### src/rtl/uart_pkg.sv
// Shared types and constants for the FIFO-drain UART transmitter.
package uart_pkg;

  localparam int   UART_DATA_BITS  = 8;
  localparam logic UART_IDLE_LEVEL = 1'b1;

  typedef enum logic [2:0] {
    ST_IDLE,
    ST_FETCH,
    ST_LOAD,
    ST_START,
    ST_DATA,
    ST_PARITY,
    ST_STOP
  } tx_state_t;

endpackage

### src/rtl/baud_tick_gen.sv
// Bit-period counter: tick is high on the last clock cycle of each UART bit.
module baud_tick_gen #(
  parameter int CLKS_PER_BIT = 868
) (
  input  logic clk,
  input  logic reset,
  input  logic clear,
  output logic tick
);

  localparam int CW = (CLKS_PER_BIT > 2) ? $clog2(CLKS_PER_BIT) : 1;
  localparam logic [CW-1:0] LAST = CW'(CLKS_PER_BIT - 1);

  logic [CW-1:0] cnt_q, cnt_d;

  assign tick = (cnt_q == LAST);

  always_comb begin
    cnt_d = cnt_q + CW'(1);
    if (clear || tick) begin
      cnt_d = '0;
    end
  end

  always_ff @(posedge clk) begin
    if (reset) begin
      cnt_q <= '0;
    end else begin
      cnt_q <= cnt_d;
    end
  end

endmodule

### src/rtl/fifo_uart_tx.sv
// Pops bytes from a registered-read FIFO and sends each as an 8N1 (or 8E1) UART frame.
module fifo_uart_tx
  import uart_pkg::*;
#(
  parameter int CLKS_PER_BIT = 868,
  parameter bit PARITY_EN    = 1'b0
) (
  input  logic       clk,
  input  logic       reset,
  input  logic       tx_en,
  input  logic       fifo_empty,
  input  logic [7:0] fifo_data,
  output logic       fifo_rd_en,
  output logic       tx,
  output logic       busy,
  output logic       frame_done
);

  tx_state_t                   state_q, state_d;
  logic [UART_DATA_BITS-1:0]   shift_q, shift_d;
  logic                        parity_q, parity_d;
  logic [2:0]                  bit_idx_q, bit_idx_d;
  logic                        baud_clear;
  logic                        bit_tick;

  // Counter is held at zero outside the bit-timed states so START begins a full period.
  assign baud_clear = (state_q == ST_IDLE) || (state_q == ST_FETCH) || (state_q == ST_LOAD);

  baud_tick_gen #(
    .CLKS_PER_BIT(CLKS_PER_BIT)
  ) u_baud (
    .clk  (clk),
    .reset(reset),
    .clear(baud_clear),
    .tick (bit_tick)
  );

  always_comb begin
    state_d    = state_q;
    shift_d    = shift_q;
    parity_d   = parity_q;
    bit_idx_d  = bit_idx_q;
    fifo_rd_en = 1'b0;
    tx         = UART_IDLE_LEVEL;
    busy       = (state_q != ST_IDLE);
    frame_done = 1'b0;

    unique case (state_q)
      ST_IDLE: begin
        if (tx_en && !fifo_empty) begin
          state_d = ST_FETCH;
        end
      end
      ST_FETCH: begin
        fifo_rd_en = 1'b1;
        state_d    = ST_LOAD;
      end
      ST_LOAD: begin
        // FIFO output is valid now, one cycle after the read strobe.
        shift_d   = fifo_data;
        parity_d  = ^fifo_data;
        bit_idx_d = '0;
        state_d   = ST_START;
      end
      ST_START: begin
        tx = 1'b0;
        if (bit_tick) begin
          state_d = ST_DATA;
        end
      end
      ST_DATA: begin
        tx = shift_q[0];
        if (bit_tick) begin
          shift_d   = shift_q >> 1;
          bit_idx_d = bit_idx_q + 3'd1;
          if (bit_idx_q == 3'(UART_DATA_BITS - 1)) begin
            state_d = PARITY_EN ? ST_PARITY : ST_STOP;
          end
        end
      end
      ST_PARITY: begin
        tx = parity_q;
        if (bit_tick) begin
          state_d = ST_STOP;
        end
      end
      ST_STOP: begin
        tx         = UART_IDLE_LEVEL;
        frame_done = bit_tick;
        if (bit_tick) begin
          state_d = ST_IDLE;
        end
      end
      default: begin
        state_d = ST_IDLE;
      end
    endcase
  end

  always_ff @(posedge clk) begin
    if (reset) begin
      state_q   <= ST_IDLE;
      shift_q   <= '0;
      parity_q  <= 1'b0;
      bit_idx_q <= '0;
    end else begin
      state_q   <= state_d;
      shift_q   <= shift_d;
      parity_q  <= parity_d;
      bit_idx_q <= bit_idx_d;
    end
  end

endmodule

### config.mk
export PLATFORM = sky130hd
export DESIGN_NAME = fifo_uart_tx
export DESIGN_NICKNAME = d
export VERILOG_FILES = /design/src/rtl/uart_pkg.sv /design/src/rtl/baud_tick_gen.sv /design/src/rtl/fifo_uart_tx.sv
export SDC_FILE = /design/constraint.sdc
export NUM_CORES = 1
export LEC_CHECK = 0
export ABC_AREA = 1
export BUFFER_PORTS_ARGS = -buffer_cell sky130_fd_sc_hd__buf_2
export CORE_ASPECT_RATIO = 0.6
export CORE_UTILIZATION = 45
export CTS_CLUSTER_SIZE = 16
export DETAILED_ROUTE_END_ITERATION = 7
export PLACE_DENSITY = 0.75
export SETUP_SLACK_MARGIN = 0.5
export SYNTH_ARGS = -nofsm -noshare
export SYNTH_HDL_FRONTEND = slang
export SYNTH_HIERARCHICAL = 1
export SYNTH_SLANG_ARGS = --single-unit
### constraint.sdc
create_clock -name clk -period 2.6 [get_ports clk]
set_input_delay 0.13 -clock clk [delete_from_list [all_inputs] [get_ports clk]]
set_output_delay 0.13 -clock clk [all_outputs]
set_load 0.005 [all_outputs]
==> run metrics, run 1 <==
status finished clean; Synth area leader dfxtp_1; most frequent cells in the layout 72 x nand2_1, 34 x nor2_1, 26 x inv_1, 25 x dfxtp_1; Final HPWL DP 2228 um; crit path launch u_baud/cnt_q[0]$_SDFF_PP0_; GRT Residual Overflow 0; Switch Pwr between 400 and 500 uW; number of buffers created by CTS 3; Die H 47.10 um; syn_nets about 250; first-pass GRT wire length 4636 um; initial antenna violation count 0; CTS HTree Levels 1; buffers and inverters on the worst path 3; sequential power share 43.7%; drt drc 0; Multi-input gate area 860.8 um^2; wire per inst 10.00 um; RSZ-0062 raised after global routing no; antenna-violating nets left 0; fmax 0.5503 GHz; vias per cell around 4.8; required time of the worst setup path about 2.5 ns; Die ar. 3634 um^2; Area after DPL about 1600 um^2; min Tclk post-route 1.817 ns; fillcell total about 310; Clock transition at path regs about 0.09 ns; Worst path most repeated cell inv_1; reg2reg end state_q[2]$_SDFFE_PP0P_; Pint between 700 and 800 uW; Async SR Flop Fraction 0%; Via Count 1360; post-synth cell types 25; Hold-fix buffers, CTS 0; Cell Pwr Density 736.8 nW/um^2; maximum VDD drop 328.9 uV; Switching Share 40.07%; Synth Flop Type dfxtp_1; PostCTS Resize Cnt 0; # rows 15; top fanout value on the critical path 3; top-area cell type share of the netlist area 32.81%; CP Capture Point frame_done; Nets 260; register area share after synthesis ~33%; Final setup viols 0; slew margin rel. 77.80%; Post-Syn Area 1525 um^2; Worst Reg-to-Reg Cells 10; Sequential Area ~500 um^2; number of flops mapped to enable cells by yosys 0; Reg2Reg Setup Slack 1.00 ns; CP Launch Type flip-flop; Clock Latency Late Sink about 0.27 ns; largest cells by area after synthesis dfxtp_1 33%, nand2_1 18%, nor2_1 8.4%; period utilisation layout a little over two thirds; Post-CTS Setup Bufs 0; clock root buffer clkbuf_8; area delta synth->final 7.875%; # diodes 0; syn_area_per_cell 6.631 um^2; fin area roughly 1600 um^2; Worst Path Arrival 1.69 ns; final wirelength around 2900 um; CP max-delay cell dfxtp_1; Setup Skew 0.002928 ns; vias in the first global route about 1000; Initial Util 50.16%; # Max-Cap Violations 0; Critical Path Stages 8; Global Route Usage Sum between 10% and 20%; final hold vios 0; I/O Pins 16; combinational cell fraction of total power 37.4%; Worst Tran Pin Value approximately 0.33 ns; Hold Path Class input port to flip-flop; GP Congestion approximately 0.89; overall power approximately 1200 uW; core box area between 3000 and 4000 um^2; initial DRC count 65; Clock Tree Buf Depth 2; P_leak 0.0007764 uW; Crit Reg-Reg Startpoint u_baud/cnt_q[0]$_SDFF_PP0_; Clock Power Share 18.9%; proportion of layout cells with a drive suffix above 1 15.98%; port bufs 15; #FFs+latches synth 25; Max Transition Viols Final 0; CP Capture Type output pin; delay-heaviest family, CP simple AND/OR/NAND/NOR gates; CTS tree done; Total Neg Setup Slack 0 ns; Yosys warnings 6; DR pass1 iterations 4; Worst Path Class, Setup flip-flop to output pin; largest net degree at the start of global routing 19; clk sink count 25; Mapped Cells 230; Cell Chain, Critical Path ha_1 -> nand2_1 -> nor2_1 -> nand3_2 -> inv_1 -> inv_1 -> nor4_1 -> buf_2; Largest stage delay, worst path 0.36 ns; chip width between 70 and 80 um; commonest non-fill, non-tap cell in the layout nand2_1
registers in the layout, indices dropped and copies added, names as in the netlist:
register	cells
bit_idx_q	3
parity_q	1
shift_q	8
state_q	3
u_baud/cnt_q	10
how the worst min path moves through the flow:
stage,to,depth (start not counted),from
5_1_grt,bit_idx_q[1]$_SDFFE_PP0P_,2,reset
3_3_place_gp,u_baud/cnt_q[0]$_SDFF_PP0_,1,u_baud/cnt_q[0]$_SDFF_PP0_
6_report,shift_q[7]$_SDFFE_PP0P_,3,fifo_data[7]
2_1_floorplan,shift_q[7]$_SDFFE_PP0P_,2,fifo_data[7]
3_5_place_dp,u_baud/cnt_q[0]$_SDFF_PP0_,1,u_baud/cnt_q[0]$_SDFF_PP0_
4_1_cts,shift_q[7]$_SDFFE_PP0P_,3,fifo_data[7]
final cells by class:
type / count / area share [%]
clock buffers: 3 / 2.510
clock inverters: 1 / 0.3042
inverters: 28 / 6.692
multi-input cells: 172 / 52.32
flip-flops and latches: 25 / 30.42
well taps: 42 / 3.194
repair buffers: 15 / 4.563
through the flow:
step / instances / hold slack, ns / setup slack [ns] / util [%]
CTS: 286 / 0.1587 / 0.8051 / 54.12
detailed placement: 282 / 0.4444 / 1.023 / 52.59
global route: 286 / 0.1723 / 0.6089 / 54.12
global placement: 282 / 0.4364 / 1.041 / 52.59
floorplan: 230 / 0.2775 / 1.161 / -
finish: 286 / 0.1635 / 0.7828 / 54.12
layer usage:
metal  wire (um)  track usage [%]  up-vias
met5           0                0        -
met4          13            4.151        0
met3         202            5.437        2
met2         985            22.12       39
met1        1658            25.29      570
li1            -                -      749
worst register-to-register path, cell delays in order, from the launching register on:
cell and delay (ns):
dfxtp_1 0.36, ha_1 0.20, nand2_1 0.08, nor2_1 0.12, nand3_2 0.11, inv_1 0.13, inv_1 0.08, nand3_1 0.12
nand3_1 0.14, nor2_1 0.12, nor2_1 0.05
Yosys cell counts, types with 3 or more instances:
library cell,instances
a21oi_2,4
o21ai_0,15
nand2_4,4
nand3_2,5
dfxtp_1,25
nand3_1,12
nand2_1,72
ha_1,3
inv_1,26
xnor2_1,3
nor2_1,34
buf_6,3
nand4_1,3
a21oi_1,5
kinds of logic (layout without fill, tap and decap cells):
family / Yosys count / in the layout / synth area share (%)
adders and majority gates: 3 / 3 / 2.461
xor gates and xnor gates: 5 / 5 / 2.872
buffers and inverters: 33 / 47 / 10.75
DFF: 25 / 25 / 32.81
AOI/OAI and AO/OA: 26 / 26 / 9.515
and+or+nand+nor: 138 / 138 / 41.59
power groups by stage:
stage | Sequential (uW) | Combinational [uW] | Clock, uW
final | 530 | 453 | 229
after global routing | 544 | 523 | 252
after CTS | 529 | 455 | 234
after detailed placement | 538 | 452 | 0
after global placement | 537 | 451 | 0
after floorplan | 508 | 416 | 0
Power figures use the tool's default switching activity.
==> inputs of run 2 (changes only) <==
==> constraint.sdc (replaced) <==
create_clock -name clk -period 1.8 [get_ports clk]
set_input_delay 0.09 -clock clk [delete_from_list [all_inputs] [get_ports clk]]
set_output_delay 0.09 -clock clk [all_outputs]
set_load 0.005 [all_outputs]
==> run metrics, run 2 (synthesized netlist as in run 1, its figures left out) <==
drt drc 0; CP Launch Type flip-flop; Die H roughly 47 um; CTS tree done; largest net degree at the start of global routing 14; Hold Path Class input port to flip-flop; area delta synth->final 37.08%; clk sink count 25; most frequent cells in the layout 64 x nand2_1, 23 x inv_1, 23 x nor2_1, 18 x buf_4; buffers and inverters on the worst path 3; Die ar. 3634 um^2; top flop regs u_baud/cnt_q x10, shift_q x8; CTS HTree Levels 1; CP Capture Type flip-flop; DR pass1 iterations 4; Global Route Usage Sum a little over a fifth; vias in the first global route 1245; slew margin rel. between 60% and 70%; Worst Tran Pin Value ~0.5 ns; Multi-input gate area 1086 um^2; Biggest register u_baud/cnt_q; fillcell total 236; Reg2Reg Setup Slack roughly 0.30 ns; fmax 0.6672 GHz; Via Count 1678; RSZ-0062 raised after global routing yes; Clock Tree Buf Depth 2; number of buffers created by CTS 3; # rows 15; Worst Path Class, Setup flip-flop to flip-flop; Final setup viols 0; commonest non-fill, non-tap cell in the layout nand2_1; GRT Residual Overflow 0; core box area 3040 um^2; Largest register FFs 10; maximum VDD drop about 660 uV; Worst Path Arrival between 1.5 and 2 ns; Setup Skew 0.004974 ns; GP Congestion about 0.83; placed insts 282; period utilisation layout 83.26%; initial antenna violation count 0; final wirelength 4592 um; wire per inst 14.81 um; Worst path most repeated cell nand2_8; Cell Chain, Critical Path ha_4 -> nand2_4 -> nor2_4 -> nand3_2 -> inv_2 -> buf_6 -> nand2_8 -> nand2_8 -> inv_8 -> nor2_2 -> nor2_1; I/O Pins 16; # Max-Cap Violations 0; chip width 77.16 um; top fanout value on the critical path 7; Total Neg Setup Slack 0 ns; min Tclk post-route 1.499 ns; first-pass GRT wire length slightly below 6000 um; required time of the worst setup path 1.97 ns; Clock Latency Late Sink 0.28 ns; Final HPWL DP 2244 um; final hold vios 0; port bufs 15; Max Transition Viols Final 0; Non-Filler Instances 310; delay-heaviest family, CP simple AND/OR/NAND/NOR gates; Sequential Area 520.5 um^2; CP max-delay cell dfxtp_2; proportion of layout cells with a drive suffix above 1 between 30 and 40%; Initial Util 50.16%; status finished clean; P_leak 0.0009142 uW; initial DRC count 87; Clock transition at path regs 0.09 ns; clock root buffer clkbuf_8; Cell Pwr Density 1128 nW/um^2; Nets 284; Largest stage delay, worst path roughly 0.36 ns; antenna-violating nets left 0; Hold-fix buffers, CTS 0; vias per cell around 5.4; # diodes 0
## run 2: changes by cell type in the layout (fill, tap and decap cells not counted), sizes merged
| cell | previous run | this run |
|---|---|---|
| inv | 28 | 29 |
| nand2 | 76 | 78 |
| buf | 15 | 36 |
| clkbuf | 3 | 4 |
| clkinv | 1 | 0 |
## run 2: metal layers
metal	GRT usage [%]	up-vias	wire length (um)
met4	5.660	0	161
met1	29.23	781	2032
met2	34.16	81	2068
met5	0	-	0
met3	4.660	18	330
li1	-	798	-
## run 2: timing repair
item | in CTS | in global routing
buffers inserted | 13 | 8
endpoints found under the setup margin | 27 | 27
cloned | 3 | 0
pin swaps | 5 | 7
resized for setup | 33 | 34
## run 2: worst register-to-register path: stages (launching register included)
cell     delay [ns]
dfxtp_2        0.36
ha_4           0.15
nand2_4        0.05
nor2_4         0.07
nand3_2        0.08
inv_2          0.11
buf_6          0.13
nand2_8        0.07
nand2_8        0.13
inv_8          0.07
nor2_2         0.11
nor2_1         0.06
## run 2: report_power, final
part           internal [uW]  leakage (uW)  switching [uW]
clock network            159     0.0000228             185
registers                684      0.000208             117
logic                    486      0.000683             727
## run 2: area by class of cell
| type | instances | share of cell area (%) |
|---|---|---|
| Tap cell | 42 | 2.513 |
| Timing Repair inverter | 1 | 0.5386 |
| Timing Repair Buffer | 36 | 12.09 |
| Multi-Input combinational cell | 174 | 51.94 |
| Clock buffer | 4 | 2.154 |
| Sequential cell | 25 | 24.90 |
| Inverter | 28 | 5.865 |
## run 2: final timing paths
check	start	end	cells after the start
worst max-delay path	u_baud/cnt_q[0]$_SDFF_PP0_	shift_q[1]$_SDFFE_PP0P_	11
worst max register to register	u_baud/cnt_q[0]$_SDFF_PP0_	shift_q[1]$_SDFFE_PP0P_	11
worst min register to register	shift_q[7]$_SDFFE_PP0P_	shift_q[7]$_SDFFE_PP0P_	2
worst min-delay path	fifo_data[7]	shift_q[7]$_SDFFE_PP0P_	3
## run 2: metrics by stage
stage / setup WS [ns] / power [uW] / instance area, um^2 / hold slack (ns) / util (%)
2_1_floorplan: 0.5138 / 1356 / 1550 / 0.2375 / -
3_3_place_gp: 0.3956 / 1448 / 1624 / 0.3973 / 53.42
3_5_place_dp: 0.3181 / 1457 / 1624 / 0.3995 / 53.42
4_1_cts: 0.3295 / 2019 / 1888 / 0.1086 / 62.10
5_1_grt: 0.2227 / 2477 / 2091 / 0.1143 / 68.77
6_report: 0.3013 / 2358 / 2091 / 0.1134 / 68.77
==> inputs of run 3 (changes only) <==
==> constraint.sdc (replaced) <==
create_clock -name clk -period 1.4 [get_ports clk]
set_input_delay 0.07 -clock clk [delete_from_list [all_inputs] [get_ports clk]]
set_output_delay 0.07 -clock clk [all_outputs]
set_load 0.005 [all_outputs]
==> run metrics, run 3 (synthesized netlist as in run 1, its figures left out) <==
status complete, but fails checks; failing checks setup timing; port bufs 15; final hold vios 0; maximum VDD drop 746.3 uV; Max Transition Viols Final 0; wire per inst 14.62 um; commonest non-fill, non-tap cell in the layout nand2_1; clk sink count 25; GP Congestion between 0.8 and 0.9; Final HPWL DP ~2400 um; top flop regs u_baud/cnt_q x10, shift_q x8; CP max-delay cell dfxtp_4; Cell Pwr Density 1457 nW/um^2; antenna-violating nets left 0; Worst path most repeated cell nand2_4; Worst Path Arrival between 1.5 and 2 ns; Setup Skew 0.01432 ns; Die H 47.10 um; drt drc 0; I/O Pins 16; vias per cell around 5.3; period utilisation layout 112.0%; chip width 77.16 um; # diodes 0; CP Launch Type flip-flop; Global Route Usage Sum a little under a quarter; initial DRC count roughly 200; Clock Tree Buf Depth 2; Hold WS 0.08337 ns; RSZ-0062 raised after global routing yes; Die ar. 3634 um^2; delay-heaviest family, CP simple AND/OR/NAND/NOR gates; min Tclk post-route 1.568 ns; proportion of layout cells with a drive suffix above 1 around two fifths; Hold-fix buffers, CTS 0; CTS tree done; # Max-Cap Violations 0; Clock transition at path regs 0.10 ns; most frequent cells in the layout 63 x nand2_1, 23 x nor2_1, 19 x dfxtp_1, 18 x inv_1, 17 x buf_4; DR pass1 iterations 4; buffers and inverters on the worst path 2; # rows 15; core box area about 3000 um^2; CTS HTree Levels 1; Total Neg Setup Slack -0.5321 ns; top fanout value on the critical path 6; Worst Tran Pin Value 0.3605 ns; Largest stage delay, worst path 0.36 ns; GRT Residual Overflow 0; Worst Path Class, Setup flip-flop to flip-flop; Largest register FFs 10; Biggest register u_baud/cnt_q; final wirelength between 4000 and 5000 um; Hold Path Class input port to flip-flop; Nets 288; P_leak 0.0009797 uW; vias in the first global route ~1400; fmax 0.6378 GHz; clock root buffer clkbuf_8; first-pass GRT wire length ~6400 um; Via Count 1671; largest net degree at the start of global routing 14; Clock Latency Late Sink about 0.27 ns; Cell Chain, Critical Path ha_4 -> nand2_4 -> nor2_4 -> nand3_2 -> inv_2 -> buf_4 -> nand2_4 -> nand2_4 -> o21ai_0 -> nor2_1; number of buffers created by CTS 3; Final Util 72.88%; slew margin rel. 75.71%; required time of the worst setup path roughly 1.6 ns; CP Capture Type flip-flop; Final setup viols 14; Initial Util about 50%; post-route setup slack -0.1680 ns; pre-CTS WS -0.03284 ns; area delta synth->final 45.28%; initial antenna violation count 0
==> run 3: changes by cell type in the layout (fill, tap and decap cells not counted), moves of 3 or more <==
cell / previous run / this run
inv_1: 23 / 18
buf_12: 1 / 4
nor2_4: 7 / 10
nor2_2: 8 / 5
dfxtp_2: 7 / 3
dfxtp_1: 15 / 19
inv_2: 2 / 6
==> run 3: through the flow <==
stage	total power, uW	instance area (um^2)	cells
after global placement	1995	1719	290
final	3229	2216	314
after global routing	3410	2216	314
after floorplan	1778	1573	230
after CTS	2964	2078	311
after detailed placement	2000	1719	290
==> run 3: layout make-up <==
cell class | count | area [um^2]
multi-input cells | 174 | 1129
clock buffers | 4 | 45.04
flip-flops and latches | 25 | 515.5
inverters | 28 | 135.1
well taps | 42 | 52.55
repair buffers | 40 | 327.8
fillers | 227 | 824.5
repair inverters | 1 | 11.26
==> run 3: worst reg2reg max path, cell delays in order, from the launching register on <==
cell and delay [ns]:
dfxtp_4 0.36, ha_4 0.17, nand2_4 0.07, nor2_4 0.04
nand3_2 0.07, inv_2 0.05, buf_4 0.13, nand2_4 0.09
nand2_4 0.08, o21ai_0 0.30, nor2_1 0.11
==> run 3: layer usage <==
layer / track usage [%] / wire, um / vias up
li1: - / - / 816
met1: 31.39 / 1986 / 753
met2: 39.12 / 2095 / 85
met3: 4.466 / 384 / 17
met4: 7.170 / 125 / 0
met5: 0 / 0 / -
==> run 3: report_power, final <==
group	internal (uW)	leakage (uW)	switching [uW]	total (uW)
clock	204	0.0000228	232	436
sequential	877	0.000206	139	1020
combinational	747	0.000751	1030	1780
total	1830	0.000980	1400	3230
==> run 3: final timing paths <==
path / startpoint / endpoint / slack [ns] / cells after the start
max reg2reg: u_baud/cnt_q[0]$_SDFF_PP0_ / shift_q[5]$_SDFFE_PP0P_ / -0.17 / 10
min reg2reg: u_baud/cnt_q[0]$_SDFF_PP0_ / u_baud/cnt_q[0]$_SDFF_PP0_ / 0.44 / 1
min: fifo_data[7] / shift_q[7]$_SDFFE_PP0P_ / 0.08 / 3
max: u_baud/cnt_q[0]$_SDFF_PP0_ / shift_q[5]$_SDFFE_PP0P_ / -0.17 / 10
==> run 3: timing repair <==
item                                    in CTS  in global routing
setup buffers                               14                  3
cloned                                       3                  0
resized for setup                           46                 27
pin swaps                                   17                 12
endpoints found under the setup margin      29                 29
